[src/rtl/flash_playback_streamer_if.sv]
`default_nettype none
// ============================================================================
//  Module   : flash_playback_streamer_if
//  Purpose  : Read bus between the playback streamer and the flash manager.
//             The master drives the word address and read enable, the slave
//             returns busy and the 16-bit read word.
//  Revision : 1.0  initial release
// ============================================================================
interface flash_playback_streamer_if;
   logic [22:0] raddr;
   logic        doread;
   logic        busy;
   logic [15:0] frdata;

   modport master (output raddr, output doread, input busy, input frdata);
   modport slave  (input raddr, input doread, output busy, output frdata);
endinterface
`default_nettype wire

[src/rtl/flash_playback_streamer.sv]
`default_nettype none
// ============================================================================
//  Module   : flash_playback_streamer
//  Purpose  : Streams an 8-bit PCM clip stored in flash to the AC97 path.
//             A fetch FSM walks the clip address range and prefetches sample
//             bytes into a small FIFO. Each AC97 ready strobe presents the
//             FIFO head, repeating every stored sample REPEAT times.
//  Revision : 1.0  initial release
// ============================================================================
module flash_playback_streamer #(
   parameter int FIFO_DEPTH = 8,
   parameter int REPEAT     = 8,
   parameter int READ_WAIT  = 4
) (
   input  wire                       clock,
   input  wire                       reset,
   input  wire                       start,
   input  wire                       stop,
   input  wire  [22:0]               start_addr,
   input  wire  [22:0]               num_samples,
   input  wire                       loop,
   input  wire                       ready,
   output logic [7:0]                to_ac97_data,
   flash_playback_streamer_if.master flash,
   output logic                      playing,
   output logic                      done,
   output logic [15:0]               underruns
);

   localparam int c_PTR_W  = $clog2(FIFO_DEPTH);
   localparam int c_CNT_W  = c_PTR_W + 1;
   localparam int c_REP_W  = (REPEAT > 1) ? $clog2(REPEAT) : 1;
   localparam int c_WAIT_W = $clog2(READ_WAIT + 1);

   typedef enum logic [1:0] {
      S_IDLE    = 2'd0,
      S_ISSUE   = 2'd1,
      S_WAIT    = 2'd2,
      S_CAPTURE = 2'd3
   } state_t;

   state_t              r_state;
   logic [22:0]         r_base;
   logic [22:0]         r_len;
   logic [22:0]         r_fetched;
   logic [22:0]         r_raddr;
   logic                r_doread;
   logic                r_playing;
   logic                r_done;
   logic [c_WAIT_W-1:0] r_wait_cnt;

   logic [7:0]          r_mem [FIFO_DEPTH];
   logic [c_PTR_W-1:0]  r_wr_ptr;
   logic [c_PTR_W-1:0]  r_rd_ptr;
   logic [c_CNT_W-1:0]  r_count;
   logic [c_REP_W-1:0]  r_rep_cnt;
   logic [7:0]          r_sample;
   logic [15:0]         r_underruns;

   logic w_start_ok;
   logic w_full;
   logic w_empty;
   logic w_drain;
   logic w_complete;
   logic w_push;
   logic w_pop;
   logic w_rep_last;
   logic w_ready_play;
   logic w_unused;

   // A start is only honoured for a non-empty clip, and stop overrides it.
   assign w_start_ok   = start && !stop && (num_samples != 23'd0);
   assign w_full       = (r_count == c_CNT_W'(FIFO_DEPTH));
   assign w_empty      = (r_count == '0);
   // Every word of a non-looped clip has been fetched; only draining remains.
   assign w_drain      = (r_fetched == r_len);
   assign w_complete   = r_playing && w_drain && w_empty && (r_rep_cnt == '0);
   // Restart and stop both discard whatever capture is in progress.
   assign w_push       = (r_state == S_CAPTURE) && !stop && !w_start_ok;
   assign w_ready_play = ready && r_playing && !stop && !w_start_ok;
   assign w_rep_last   = (r_rep_cnt == c_REP_W'(REPEAT - 1));
   assign w_pop        = w_ready_play && !w_empty && w_rep_last;
   assign w_unused     = ^flash.frdata[7:0];

   assign flash.raddr  = r_raddr;
   assign flash.doread = r_doread;
   assign playing      = r_playing;
   assign done         = r_done;
   assign to_ac97_data = r_sample;
   assign underruns    = r_underruns;

   // Fetch FSM: issues flash addresses and decides when each read word is valid.
   always_ff @(posedge clock or negedge reset) begin
      if (!reset) begin
         r_state    <= S_IDLE;
         r_base     <= '0;
         r_len      <= '0;
         r_fetched  <= '0;
         r_raddr    <= '0;
         r_doread   <= 1'b0;
         r_playing  <= 1'b0;
         r_done     <= 1'b0;
         r_wait_cnt <= '0;
      end else begin
         r_done <= 1'b0;
         if (stop) begin
            r_state   <= S_IDLE;
            r_playing <= 1'b0;
            r_doread  <= 1'b0;
         end else if (w_start_ok) begin
            r_base    <= start_addr;
            r_len     <= num_samples;
            r_raddr   <= start_addr;
            r_fetched <= '0;
            r_playing <= 1'b1;
            r_doread  <= 1'b1;
            r_state   <= S_ISSUE;
         end else if (w_complete) begin
            r_playing <= 1'b0;
            r_doread  <= 1'b0;
            r_done    <= 1'b1;
            r_state   <= S_IDLE;
         end else begin
            case (r_state)
               S_ISSUE: begin
                  if (!w_full && (r_fetched < r_len)) begin
                     r_state    <= S_WAIT;
                     r_wait_cnt <= '0;
                  end
               end
               S_WAIT: begin
                  // Need READ_WAIT consecutive non-busy clocks on a stable address.
                  if (flash.busy) begin
                     r_wait_cnt <= '0;
                  end else begin
                     r_wait_cnt <= r_wait_cnt + 1'b1;
                     if (r_wait_cnt == c_WAIT_W'(READ_WAIT - 1)) begin
                        r_state <= S_CAPTURE;
                     end
                  end
               end
               S_CAPTURE: begin
                  if (((r_fetched + 23'd1) == r_len) && loop) begin
                     r_raddr   <= r_base;
                     r_fetched <= '0;
                  end else begin
                     r_raddr   <= r_raddr + 23'd1;
                     r_fetched <= r_fetched + 23'd1;
                  end
                  r_state <= S_ISSUE;
               end
               default: begin
                  r_state <= r_state;
               end
            endcase
         end
      end
   end

   // Prefetch storage; contents need no reset because occupancy is tracked.
   always_ff @(posedge clock) begin
      if (w_push) begin
         r_mem[r_wr_ptr] <= flash.frdata[15:8];
      end
   end

   // Output side: FIFO pointers, sample repetition and underrun accounting.
   always_ff @(posedge clock or negedge reset) begin
      if (!reset) begin
         r_wr_ptr    <= '0;
         r_rd_ptr    <= '0;
         r_count     <= '0;
         r_rep_cnt   <= '0;
         r_sample    <= 8'h00;
         r_underruns <= '0;
      end else if (stop || w_start_ok) begin
         r_wr_ptr  <= '0;
         r_rd_ptr  <= '0;
         r_count   <= '0;
         r_rep_cnt <= '0;
         if (stop) begin
            r_sample <= 8'h00;
         end else begin
            r_underruns <= '0;
         end
      end else begin
         if (w_push) begin
            r_wr_ptr <= r_wr_ptr + 1'b1;
         end
         if (w_pop) begin
            r_rd_ptr <= r_rd_ptr + 1'b1;
         end
         if (w_push && !w_pop) begin
            r_count <= r_count + 1'b1;
         end else if (!w_push && w_pop) begin
            r_count <= r_count - 1'b1;
         end
         if (ready) begin
            if (!r_playing) begin
               r_sample <= 8'h00;
            end else if (!w_empty) begin
               r_sample  <= r_mem[r_rd_ptr];
               r_rep_cnt <= w_rep_last ? '0 : r_rep_cnt + 1'b1;
            end else begin
               r_sample <= 8'h00;
               // An empty FIFO at the tail of a one-shot clip is not starvation.
               if (!w_drain && (r_underruns != 16'hFFFF)) begin
                  r_underruns <= r_underruns + 16'd1;
               end
            end
         end
      end
   end

endmodule
`default_nettype wire

[src/flat_wrapper.sv]
// flat-port wrapper written by rule: the top's interface ports become plain ports
module flash_playback_streamer_flat 
#(
   parameter int FIFO_DEPTH = 8,
   parameter int REPEAT     = 8,
   parameter int READ_WAIT  = 4
)
  (clock, reset, start, stop, start_addr, num_samples, loop, ready, to_ac97_data, playing, done, underruns, flash_raddr, flash_doread, flash_busy, flash_frdata);
  flash_playback_streamer_if flash_i ();
  input  wire clock;
  input  wire reset;
  input  wire start;
  input  wire stop;
  input  wire  [22:0] start_addr;
  input  wire  [22:0] num_samples;
  input  wire loop;
  input  wire ready;
  output logic [7:0] to_ac97_data;
  output logic playing;
  output logic done;
  output logic [15:0] underruns;
  output wire logic [$bits(flash_i.raddr)-1:0] flash_raddr;
  output wire logic [$bits(flash_i.doread)-1:0] flash_doread;
  input wire logic [$bits(flash_i.busy)-1:0] flash_busy;
  input wire logic [$bits(flash_i.frdata)-1:0] flash_frdata;
  assign flash_raddr = flash_i.raddr;
  assign flash_doread = flash_i.doread;
  assign flash_i.busy = flash_busy;
  assign flash_i.frdata = flash_frdata;
  flash_playback_streamer #(.FIFO_DEPTH(FIFO_DEPTH), .REPEAT(REPEAT), .READ_WAIT(READ_WAIT)) u_core (.clock(clock), .reset(reset), .start(start), .stop(stop), .start_addr(start_addr), .num_samples(num_samples), .loop(loop), .ready(ready), .to_ac97_data(to_ac97_data), .flash(flash_i), .playing(playing), .done(done), .underruns(underruns));
endmodule
[config.mk]
export PLATFORM = sky130hd
export DESIGN_NAME = flash_playback_streamer_flat
export DESIGN_NICKNAME = d
export VERILOG_FILES = /design/src/rtl/flash_playback_streamer_if.sv /design/src/rtl/flash_playback_streamer.sv /design/src/flat_wrapper.sv
export SDC_FILE = /design/constraint.sdc
export NUM_CORES = 1
export LEC_CHECK = 0
export CORE_MARGIN = 1
export CORE_UTILIZATION = 43
export DETAILED_ROUTE_END_ITERATION = 10
export MAX_ROUTING_LAYER = met4
export PLACE_DENSITY_LB_ADDON = 0.25
export SETUP_SLACK_MARGIN = 0.1
export SYNTH_ARGS = -nofsm -noshare
export SYNTH_HDL_FRONTEND = slang
export SYNTH_SLANG_ARGS = --single-unit
[constraint.sdc]
create_clock -name clock -period 5.8 [get_ports clock]
set_input_delay 1.74 -clock clock [delete_from_list [all_inputs] [get_ports clock]]
set_output_delay 1.74 -clock clock [all_outputs]
set_load 0.02 [all_outputs]
==> results.json <==
{
  "stdcell_area_um2": 12910,
  "period_share": 0.8305,
  "drive_gt1_frac": 0.07983,
  "clockBufferDepth": 2,
  "wl_per_cell_um": 18.72,
  "cts.reportedPaths.clkPinSlew_ns": 0.08,
  "drt_first_pass_iters": 5,
  "finalHoldViolations": 0,
  "regToRegSetupSlack_ns": 1.46,
  "path_class": "input port to flip-flop",
  "clk_latency_ns": 0.45,
  "worstSetupEndpointType": "flip-flop",
  "dp_hpwl_mm": 19.51,
  "drtIter0Drc": 649,
  "grt_usage": 0.2323,
  "syn-cell-area_um2": 10820,
  "p_per_area_nw_per_um2": 256.4,
  "h-tree-depth": 4,
  "total_power_mw": 3.310,
  "core-area_um2": 24530,
  "initial_core_util": 0.4410,
  "grt_pass1_wl_mm": 45.47,
  "maxSlewHeadroom": 0.2814,
  "drv_slew": 0,
  "grt_pass1_vias": 8453,
  "min_path_type": "flip-flop to flip-flop",
  "dieWidth_um": 160.6,
  "overflow": 0,
  "ctsHoldBuffers": 0,
  "globalplace.congestion": 0.9098,
  "clock_sinks": 200,
  "fmax_ghz": 0.2076,
  "io_pins": 119,
  "cp-start-kind": "input port",
  "synth_cells": 1058,
  "layout.cells.non_filler": 1489,
  "postRouteAntennaNets": 0,
  "fin_skew_ns": 0.01659,
  "final_nets": 1258,
  "grt_max_degree": 63,
  "route.detailed.drc": 0,
  "antenna_found_initial": 0,
  "seq_area_frac_synth": 0.4922,
  "area_growth_pct": 19.31,
  "yosys.cell_types.count": 71,
  "dieArea_um2": 25800,
  "ir_drop_v": 0.0001693,
  "cts-root-buf": "clkbuf_16",
  "vias": 8549,
  "synth-main-ff-cell": "dfrtp_1",
  "cts_setup_buffers": 0,
  "layout_common_cells": "nand2_1 (166), dfrtp_1 (136), clkdlybuf4s50_1 (109)",
  "setup_viol": 0,
  "fillCellCount": 2170,
  "cts.repair.resized": 0,
  "synth_nets": 1164,
  "tightest_slew_ns": 1.078,
  "placed_cells": 1457,
  "setup_tns_ns": 0,
  "cts_tree": "yes",
  "synth_edf_count": 64,
  "critPathLaunch": "num_samples[5]",
  "cp.required_ns": 6.16,
  "wirelength_mm": 27.88,
  "synth_warnings": 0,
  "final_common_cell": "nand2_1",
  "status": "finished clean",
  "io_buffer_count": 110,
  "drv_cap": 0,
  "synth_area_per_cell_um2": 10.23,
  "arrival_ns": 5.17,
  "dpl_cell_area_um2": 12250,
  "critPathMaxFanout": 4,
  "row_count": 57,
  "vias_per_cell": 5.741,
  "period_minus_slack_ns": 4.817,
  "synth-seq-cells": 200,
  "p_leak_nw": 5.142,
  "async_flop_share": 0.6800,
  "fp.dieH_um": 160.6,
  "r2r-start": "u_core.r_fetched[1]$_DFFE_PN0P_",
  "grt_setup_unrepaired": "false",
  "antenna_cells": 0,
  "holdCritStartpoint": "u_core.r_base[20]$_DFFE_PN0P_",
  "cts_buffers": 17
}
## cells in the mapped netlist, types with 15 or more instances
cell	number	area (µm²)
a221o_1	18	180.2
dfrtp_1	136	3403
a22o_1	24	210.2
nor2_1	68	255.2
nand3_1	39	195.2
nand2_1	166	623.1
a21oi_1	27	135.1
clkbuf_1	41	153.9
ha_1	36	450.4
edfxtp_1	64	1922
inv_1	45	168.9
nand4_1	26	162.7
xnor2_1	32	280.3
nor4_1	17	106.4
mux4_2	16	360.4
xor2_1	34	297.8
o21ai_0	58	290.3
o211ai_1	15	112.6
## registers in the layout, indices dropped and copies added (netlist names)
signal	flops
u_core.r_wr_ptr	3
u_core.r_count	4
u_core.to_ac97_data	8
u_core.r_base	23
u_core.flash.doread	1
u_core.r_rep_cnt	3
u_core.r_mem	64
u_core.flash.raddr	23
u_core.r_state	2
u_core.underruns	16
u_core.r_wait_cnt	3
u_core.done	1
u_core.r_len	23
u_core.r_fetched	23
u_core.r_rd_ptr	3
## cells by family after synthesis
kind of cell	Yosys count	synth area share
and+or+nand+nor	401	0.1784
AOI/OAI and AO/OA	218	0.1446
DFF	200	0.4922
buffers and inverters	107	0.04233
xor gates and xnor gates	66	0.05343
adders and majority gates	37	0.04348
muxes	29	0.04557
## power breakdown
group          internal, mW  switching (mW)  leakage, nW
Sequential             1.52          0.0732         2.36
Clock                 0.621           0.682        0.316
Combinational         0.193           0.219         2.47
## critical path, cell delays in order
cell and delay [ns]:
clkdlybuf4s50_1 0.42, nor4_1 0.39, buf_4 0.20, nand4_1 0.07
o21ai_1 0.30, and2_1 0.21, nand3_1 0.16, inv_1 0.16
ha_1 0.25, inv_1 0.08, ha_1 0.28, a21o_1 0.17
a21oi_1 0.18, xnor2_1 0.10, or3_1 0.31, a21oi_1 0.14
## final timing paths
path	end	depth (start not counted)
max in group asynchronous	u_core.r_fetched[8]$_DFFE_PN0P_	2
min reg2reg	u_core.r_base[20]$_DFFE_PN0P_	2
max	u_core.r_count[3]$_DFFE_PN0P_	16
min in group asynchronous	u_core.r_wait_cnt[1]$_DFFE_PN0P_	1
max reg2reg	u_core.r_fetched[7]$_DFFE_PN0P_	9
min	u_core.r_base[20]$_DFFE_PN0P_	2
## per-layer routing
metal	part of all wire	global-route usage	up-vias
met4	0.016	0.05887	0
met1	0.45	0.3041	4226
li1	-	-	4066
met5	0	-	-
met3	0.052	0.04287	31
met2	0.48	0.3721	226
## per-stage QoR
step | hold WS (ns) | utilization | setup slack [ns]
6_report | 0.4833 | 0.5262 | 0.9830
5_1_grt | 0.5001 | 0.5262 | 0.7478
4_1_cts | 0.4867 | 0.5262 | 0.9746
3_5_place_dp | 0.4657 | 0.4995 | 0.5602
3_3_place_gp | 0.4592 | 0.4995 | 0.5872
2_1_floorplan | 0.4461 | - | 1.310
## cell type report
cell class | count | area (µm²) | share of cell area
Timing Repair Buffer | 137 | 1305 | 0.1011
Sequential cell | 200 | 5325 | 0.4125
Multi-Input combinational cell | 751 | 5050 | 0.3912
Tap cell | 324 | 405.4 | 0.03140
Inverter | 45 | 168.9 | 0.01309
Clock inverter | 15 | 229.0 | 0.01774
Clock buffer | 17 | 425.4 | 0.03296
No activity file was read; power rests on OpenSTA's default activity.
